File: src/rtl/conv_sched.sv
// conv_sched -- two requesters share one fixed-to-float converter.
//
// Each requester offers a signed 16-bit integer sample through a valid/ready
// handshake. A round-robin arbiter grants at most one sample per cycle. The
// granted sample passes through the single converter and is pushed into a
// 2-entry result FIFO. The FIFO head is presented through a valid/ready
// handshake on the output side.
//
// Converter format: the input is a two's-complement integer. The output is an
// IEEE-754 binary16 value. The mantissa is truncated toward zero. Every int16
// magnitude is within binary16 range, so the converter never saturates.
//
// Optional feature:
//   CONV_SCHED_CNT_EN -- when defined, adds the cnt0/cnt1 outputs. These count
//                        completed pops per requester and wrap at 16 bits.
//
// Ports:
//   clk, rst_n               clock, asynchronous active-low reset
//   req0_valid/data/ready    requester 0 handshake and sample
//   req1_valid/data/ready    requester 1 handshake and sample
//   out_valid/ready          result handshake
//   out_data, out_id         binary16 result and source requester at FIFO head
//   cnt0, cnt1               per-requester pop counts (CONV_SCHED_CNT_EN only)

module conv_fx2fp (
    input  logic [15:0] fixed_in,
    output logic [15:0] float_out
);
    logic        sgn;
    logic [15:0] mag;
    logic [3:0]  lead;
    logic [15:0] norm;

    always_comb begin
        sgn  = fixed_in[15];
        // -32768 negates to 16'h8000, which is still correct as an unsigned magnitude.
        mag  = sgn ? (~fixed_in + 16'd1) : fixed_in;
        lead = 4'd0;
        for (int i = 0; i < 16; i++) begin
            if (mag[i]) lead = 4'(i);
        end
        norm = mag << (4'd15 - lead);
        if (mag == 16'd0)
            float_out = 16'h0000;
        else
            float_out = {sgn, {1'b0, lead} + 5'd15, norm[14:5]};
    end
endmodule

module conv_sched (
    input  logic        clk,
    input  logic        rst_n,
    input  logic        req0_valid,
    input  logic [15:0] req0_data,
    output logic        req0_ready,
    input  logic        req1_valid,
    input  logic [15:0] req1_data,
    output logic        req1_ready,
    output logic        out_valid,
    input  logic        out_ready,
    output logic [15:0] out_data,
    output logic        out_id
`ifdef CONV_SCHED_CNT_EN
    ,
    output logic [15:0] cnt0,
    output logic [15:0] cnt1
`endif
);
    logic        last_gnt;
    logic [1:0]  count;
    logic        wptr;
    logic        rptr;
    logic [16:0] mem [2];

    logic        can_grant;
    logic        gnt0;
    logic        gnt1;
    logic        push;
    logic        pop;
    logic [15:0] conv_in;
    logic [15:0] conv_out;

    // rst_n is part of the grant condition so that both readys stay low while
    // reset is held. Without it, the cleared count would let a grant through.
    // Because the gate is combinational, a grant is still possible on the
    // first edge after release.
    assign can_grant = rst_n && (count != 2'd2);
    assign gnt0      = can_grant && req0_valid && (!req1_valid || last_gnt);
    assign gnt1      = can_grant && req1_valid && (!req0_valid || !last_gnt);
    assign req0_ready = gnt0;
    assign req1_ready = gnt1;

    assign push    = gnt0 || gnt1;
    assign conv_in = gnt1 ? req1_data : req0_data;

    conv_fx2fp u_conv (
        .fixed_in  (conv_in),
        .float_out (conv_out)
    );

    assign out_valid = (count != 2'd0);
    assign pop       = out_valid && out_ready;
    assign out_data  = out_valid ? mem[rptr][15:0] : 16'h0000;
    assign out_id    = out_valid ? mem[rptr][16]   : 1'b0;

    always_ff @(posedge clk or negedge rst_n) begin
        if (!rst_n) begin
            count    <= 2'd0;
            wptr     <= 1'b0;
            rptr     <= 1'b0;
            last_gnt <= 1'b1;
            mem[0]   <= 17'd0;
            mem[1]   <= 17'd0;
        end else begin
            if (push) begin
                mem[wptr] <= {gnt1, conv_out};
                wptr      <= ~wptr;
                last_gnt  <= gnt1;
            end
            if (pop)
                rptr <= ~rptr;
            case ({push, pop})
                2'b10:   count <= count + 2'd1;
                2'b01:   count <= count - 2'd1;
                default: count <= count;
            endcase
        end
    end

`ifdef CONV_SCHED_CNT_EN
    always_ff @(posedge clk or negedge rst_n) begin
        if (!rst_n) begin
            cnt0 <= 16'd0;
            cnt1 <= 16'd0;
        end else if (pop) begin
            if (out_id)
                cnt1 <= cnt1 + 16'd1;
            else
                cnt0 <= cnt0 + 16'd1;
        end
    end
`endif

endmodule

File: config.mk
export PLATFORM = sky130hd
export DESIGN_NAME = conv_sched
export DESIGN_NICKNAME = d
export VERILOG_FILES = /design/src/rtl/conv_sched.sv
export SDC_FILE = /design/constraint.sdc
export NUM_CORES = 1
export LEC_CHECK = 0
export ABC_AREA = 0
export CORE_UTILIZATION = 56
export DETAILED_ROUTE_END_ITERATION = 7
export PLACE_DENSITY_LB_ADDON = 0.25
export SYNTH_ARGS = -nofsm -noshare
export SYNTH_HDL_FRONTEND = slang
export SYNTH_HIERARCHICAL = 1
export SYNTH_SLANG_ARGS = --single-unit
File: constraint.sdc
create_clock -name clk -period 6.65 [get_ports clk]
set_input_delay 1.33 -clock clk [delete_from_list [all_inputs] [get_ports clk]]
set_output_delay 1.33 -clock clk [all_outputs]
set_load 0.05 [all_outputs]
[Yosys cells after proc, flatten, opt, wreduce, memory -nomap -nowiden]
Cells that the tools add are included.
Cells by class
  equality and inequality tests: 3
  add/subtract/negate cells: 5
  shifts and indexed selects: 1
  $lt $le $gt $ge: 3
  muxes and demuxes: 27
  bitwise operators: 5
  reductions and logical operators: 16
Operators with widths (count)
  $mux 17: 4
  $mux 16: 4
  $bwmux 34: 1
  $mux 4: 8
  $demux 17 s1: 1
  $add 16x1->16 const B: 1
  $logic_not 16->1: 1
  $not 16->16: 1
  $shl 16x4->15: 1
  $mux 3: 4
  $logic_and 1x1->1: 7
  $add 4x4->5 const B: 1
  $ge 2x2->1 const B: 2
  $mux 2: 2
  $not 1->2: 2
  $pmux 2 s2: 1
  $reduce_bool 2->1: 2
  $sub 4x4->4 const A: 1
  $logic_not 1->1: 3
  $logic_or 1x1->1: 3
  $add 2x1->2 const B: 1
  $eq 2x1->1 const B: 1
  $eq 2x2->1 const B: 1
  $lt 2x1->1 const B: 1
  4 further kinds: 6
Storage, ports and cells
  input port bits: 37
  register bits: 39
  output and inout port bits: 20

[Depth between registers and ports, before layout]
  depth after elaboration: 27
  mapped depth: 20

[Hierarchy]
Netlist, hierarchy kept.
By module, submodules not included
  conv_sched: area each 2104.5 um^2, times used 1, cells each 156
  conv_fx2fp: area each 1707.9 um^2, times used 1, cells each 239

[Worst setup path before layout]
OpenSTA, ideal clock, no wires.
  kind: input -> register
  start: in req0_valid
  end: reg mem[26] (netlist name)
  setup slack: 1.144 ns
  arrival: 5.381 ns
  stages on the path: 16
  data required time: 6.525 ns
  library setup time: 0.125 ns
  cells stage by stage: clkbuf_2 nand2_1 nand4_4 buf_4 mux2_2 buf_6 or4_4 or4_1 a211oi_2 o211ai_2 or2_1 nand2_4 mux4_2 o22ai_1 o221ai_2 mux2_4
Between the ends
  elaborated cells on any way between the ends: 30
RTL lines
  start: declaration: RTL line 53  | input logic req0_valid,
  $logic_not 1->1 *: RTL line 89  | assign gnt1 = can_grant && req1_valid && (!req0_valid || !last_gnt);
  $logic_or 1x1->1 *: RTL line 89
  $logic_and 1x1->1 *: RTL line 89
  $mux 16 *: RTL line 94  | assign conv_in = gnt1 ? req1_data : req0_data;
  named net conv_in[5]: RTL line 80  | logic [15:0] conv_in;
  $not 16->16: RTL line 37  | mag = sgn ? (~fixed_in + 16'd1) : fixed_in;
  $add 16x1->16: RTL line 37
  $mux 16 *: RTL line 37
  $mux 3 (3 in series): RTL line 40  | if (mag[i]) lead = 4'(i);
  $mux 4 (8 in series): RTL line 40
  $sub 4x4->4: RTL line 42  | norm = mag << (4'd15 - lead);
  $shl 16x4->15: RTL line 42
  $mux 16 *: RTL line 43  | if (mag == 16'd0)
  named net conv_out[9]: RTL line 81  | logic [15:0] conv_out;
  $bwmux 34 *: RTL line 116  | mem[wptr] <= {gnt1, conv_out};
  end signal: indexed assignment: RTL line 116
  end: declaration: RTL line 73  | logic [16:0] mem [2];
Mark *: on every way through the listed nets, which the timed path passes. The rest lies on a longest branch.
A chain may end at the register's enable or synchronous reset.

[Worst setup path in the final report]
  start: in req0_valid
  end: reg mem[8] (netlist name)
Between the ends
  cells in the longest elaborated chain, start to end: 26
  elaborated cells on any way between the ends: 30
RTL lines (RTL line)
  $logic_not 1->1 *: 89
  $logic_or 1x1->1 *: 89
  $logic_and 1x1->1 *: 89
  $mux 16 *: 94
  named net conv_in[0]: 80
  $not 16->16: 37
  $add 16x1->16: 37
  $mux 16 *: 37
  $mux 1: 40
  $mux 2 (2 in series): 40
  $mux 3 (4 in series): 40
  $mux 4 (8 in series): 40
  $sub 4x4->4: 42
  $shl 16x4->15: 42
  $mux 16 *: 43
  named net conv_out[8]: 81
  $bwmux 34 *: 116
Marked as above.

==> results.cfg <==
[placed_design]
io_buffers = 56
place_inst = 503
dpl.hpwl_um = 6780
globalplace.congestion = 0.943

[timing]
slew_viol_final = 0
fin_hold_ws_ns = 0.500
maxSlewHeadroom = 0.332
worstMarginPinSlew_ns = 1.00
min_period_ns = 6.09
finClkSkew_ns = 0.0107
hold_viol = 0
setup_viol = 0
min_period_over_period = 0.915
fmax_ghz = 0.164
rsz0062_at_grt = false
setup_tns_ns = 0

[status]
status = finished with violations
violations = DRC

[worst_setup_path]
crit_chain = clkdlybuf4s50_1, nand2_1, nand4_4, mux2_2, inv_1, ha_1, nand2b_1, nor4_2, a21oi_1, a311o_1, o2111a_1, nor2_8, inv_4, a21oi_1, mux2i_1, o311ai_1, mux2_4
startpoint_type = input port
cp_top_family = compound AO/OA/AOI/OAI gates
critPathBufInv = 3
path_class = input port to flip-flop
rr_startpoint = count[0]
crit_path_top_delay_cell = clkdlybuf4s50_1
rr_endpoint = mem[8]
max_stage_delay_ns = 0.66
worstPathRequired_ns = 6.89
cp_max_fo = 17
end_kind = flip-flop
path_common_cell = a21oi_1
arrival_ns = 6.32
reg2reg_depth = 16
rrSetupSlack_ns = 1.53

[finish]
nFillCells = 513
fin_cells = 511
drive_above_1_share = 0.221
antenna_cells = 0
final_nets = 473
multi_input_area_sq_um = 2590
syn2layout_area_growth_pct = 15.8
regArea_sq_um = 977

[clocking]
clockBufferDepth = 2
cts-resized-gates = 0
cts_buffers = 5
clk_pin_slew_ns = 0.08
cts_tree = yes
clkSinkCount = 39
cts_hold_buffers = 0
cts_setup_buffers = 0
htree_levels = 2
clk_latency_ns = 0.29
cts_root_buffer = clkbuf_8

[logic_synthesis]
synth-main-ff-cell = dfrtp_1
synth_area_sq_um = 3810
syn_inst = 395
synth.avg_cell_area_sq_um = 9.65
yosys_warnings = 6
synth_edf_count = 0
syn-num-nets = 435
ys_ff_latch = 39
yosysSeqAreaShare = 0.256
async_flop_share = 1.00
ys_types = 80

[drt]
via_count = 3253
highest_layer = met4
dr_wl_met2_um = 4430
wirelength_met1_um = 4100
dr_wl_met3_um = 454
wl_per_cell_um = 17.9
dr.first_iter.drc_count = 234
wl_um = 9140
route.antenna.remaining_nets = 0
vias_per_cell = 6.37
drc_errors = 3
first_pass_iters = 8

[die]
dieWidth_um = 84.5
rows = 29
pin_count = 57
die_h_um = 84.5
die_area_sq_um = 7140
core-area_sq_um = 6460
initial_core_util = 0.590

[power_and_ir_drop]
power_density_nw_per_um2 = 456
leakagePower_uw = 0.00177
ir_worst_vdd_mv = 0.258
total_power_uw = 2010

[hold_path]
min_path_type = flip-flop to flip-flop
holdPathStages = 1
hold_end = mem[33]
min_from = mem[33]

[job]
maxCapViolCount = 0

[grt]
grt_start_max_net_pins = 46
grt_pass1_vias = 3163
antenna_found_initial = 0
track_usage = 0.271
grt_pass1_wl_um = 15600
grt_overflow_total = 0
==> sequential cells by signal, summed over array words and instances (netlist names) <==
signal    flops
count         2
mem          34
rptr          1
last_gnt      1
wptr          1
==> worst max-delay path by stage <==
| stage | from | to | slack, ns | cells after the start |
|---|---|---|---|---|
| detailed placement | req0_valid | mem[26] | 0.34 | 16 |
| finish | req0_valid | mem[8] | 0.56 | 17 |
| CTS | req0_valid | mem[9] | 0.62 | 16 |
| global route | req1_valid | mem[9] | 0.13 | 15 |
| global placement | req0_valid | mem[9] | 0.52 | 16 |
| floorplan | req0_valid | mem[26] | 1.14 | 16 |
==> per-stage QoR <==
step / area (sq um) / util / setup WS, ns
after global routing: 4420 / 0.684 / 0.134
final: 4420 / 0.684 / 0.563
after floorplan: 3810 / - / 1.14
after CTS: 4420 / 0.684 / 0.620
after detailed placement: 4300 / 0.666 / 0.335
after global placement: 4300 / 0.666 / 0.522
==> Yosys cell counts, types with 9 or more instances <==
library cell | instances | share of area
a21oi_1 | 18 | 0.024
buf_2 | 11 | 0.014
dfrtp_1 | 38 | 0.25
inv_1 | 10 | 0.0098
mux2_2 | 31 | 0.092
mux2_4 | 18 | 0.071
mux2i_1 | 27 | 0.071
nand2_1 | 16 | 0.016
nor2_1 | 36 | 0.035
nor3_1 | 9 | 0.012
o21ai_0 | 16 | 0.021
xnor2_1 | 9 | 0.021
xor2_1 | 9 | 0.021
==> layout make-up <==
type | count | area share
multi-input combinational | 315 | 0.587
sequential | 39 | 0.221
timing repair buffer | 61 | 0.134
tap | 77 | 0.0218
clock buffer | 5 | 0.0156
clock inverter | 3 | 0.00992
inverter | 11 | 0.00992
==> where the power goes <==
part / internal (uW) / switching, uW / total, uW
registers: 352 / 92.2 / 444
clock network: 112 / 86.2 / 198
logic: 563 / 809 / 1370
==> cells by family (layout without fill, tap and decap cells) <==
logic type               after synthesis  after routing  synth area share
AND/OR/NAND/NOR                      114            114             0.168
adder cells (fa/ha/maj)                3              3           0.00985
buffers and inverters                 41             80            0.0637
AO/OA/AOI/OAI                        102            102             0.217
flip-flops                            39             39             0.256
XOR/XNOR                              19             19            0.0456
multiplexers                          77             77             0.239
==> layout by cell type, fill, tap and decap left out, types with 9 or more instances in the layout <==
master | Yosys | layout
xnor2_1 | 9 | 9
mux2_4 | 18 | 18
nor2_1 | 36 | 36
mux2_2 | 31 | 31
dfrtp_1 | 38 | 38
nor3_1 | 9 | 9
mux2i_1 | 27 | 27
nand2_1 | 16 | 16
clkdlybuf4s50_1 | 0 | 55
a21oi_1 | 18 | 18
xor2_1 | 9 | 9
o21ai_0 | 16 | 16
inv_1 | 10 | 10
==> routing by layer <==
metal  vias to the layer above  track usage
li1                       1556            -
met1                      1557        0.372
met2                       121        0.449
met3                        19       0.0413
met4                         0       0.0678
met5                         -            0
Note: power is estimated with default switching activity, not from simulation.
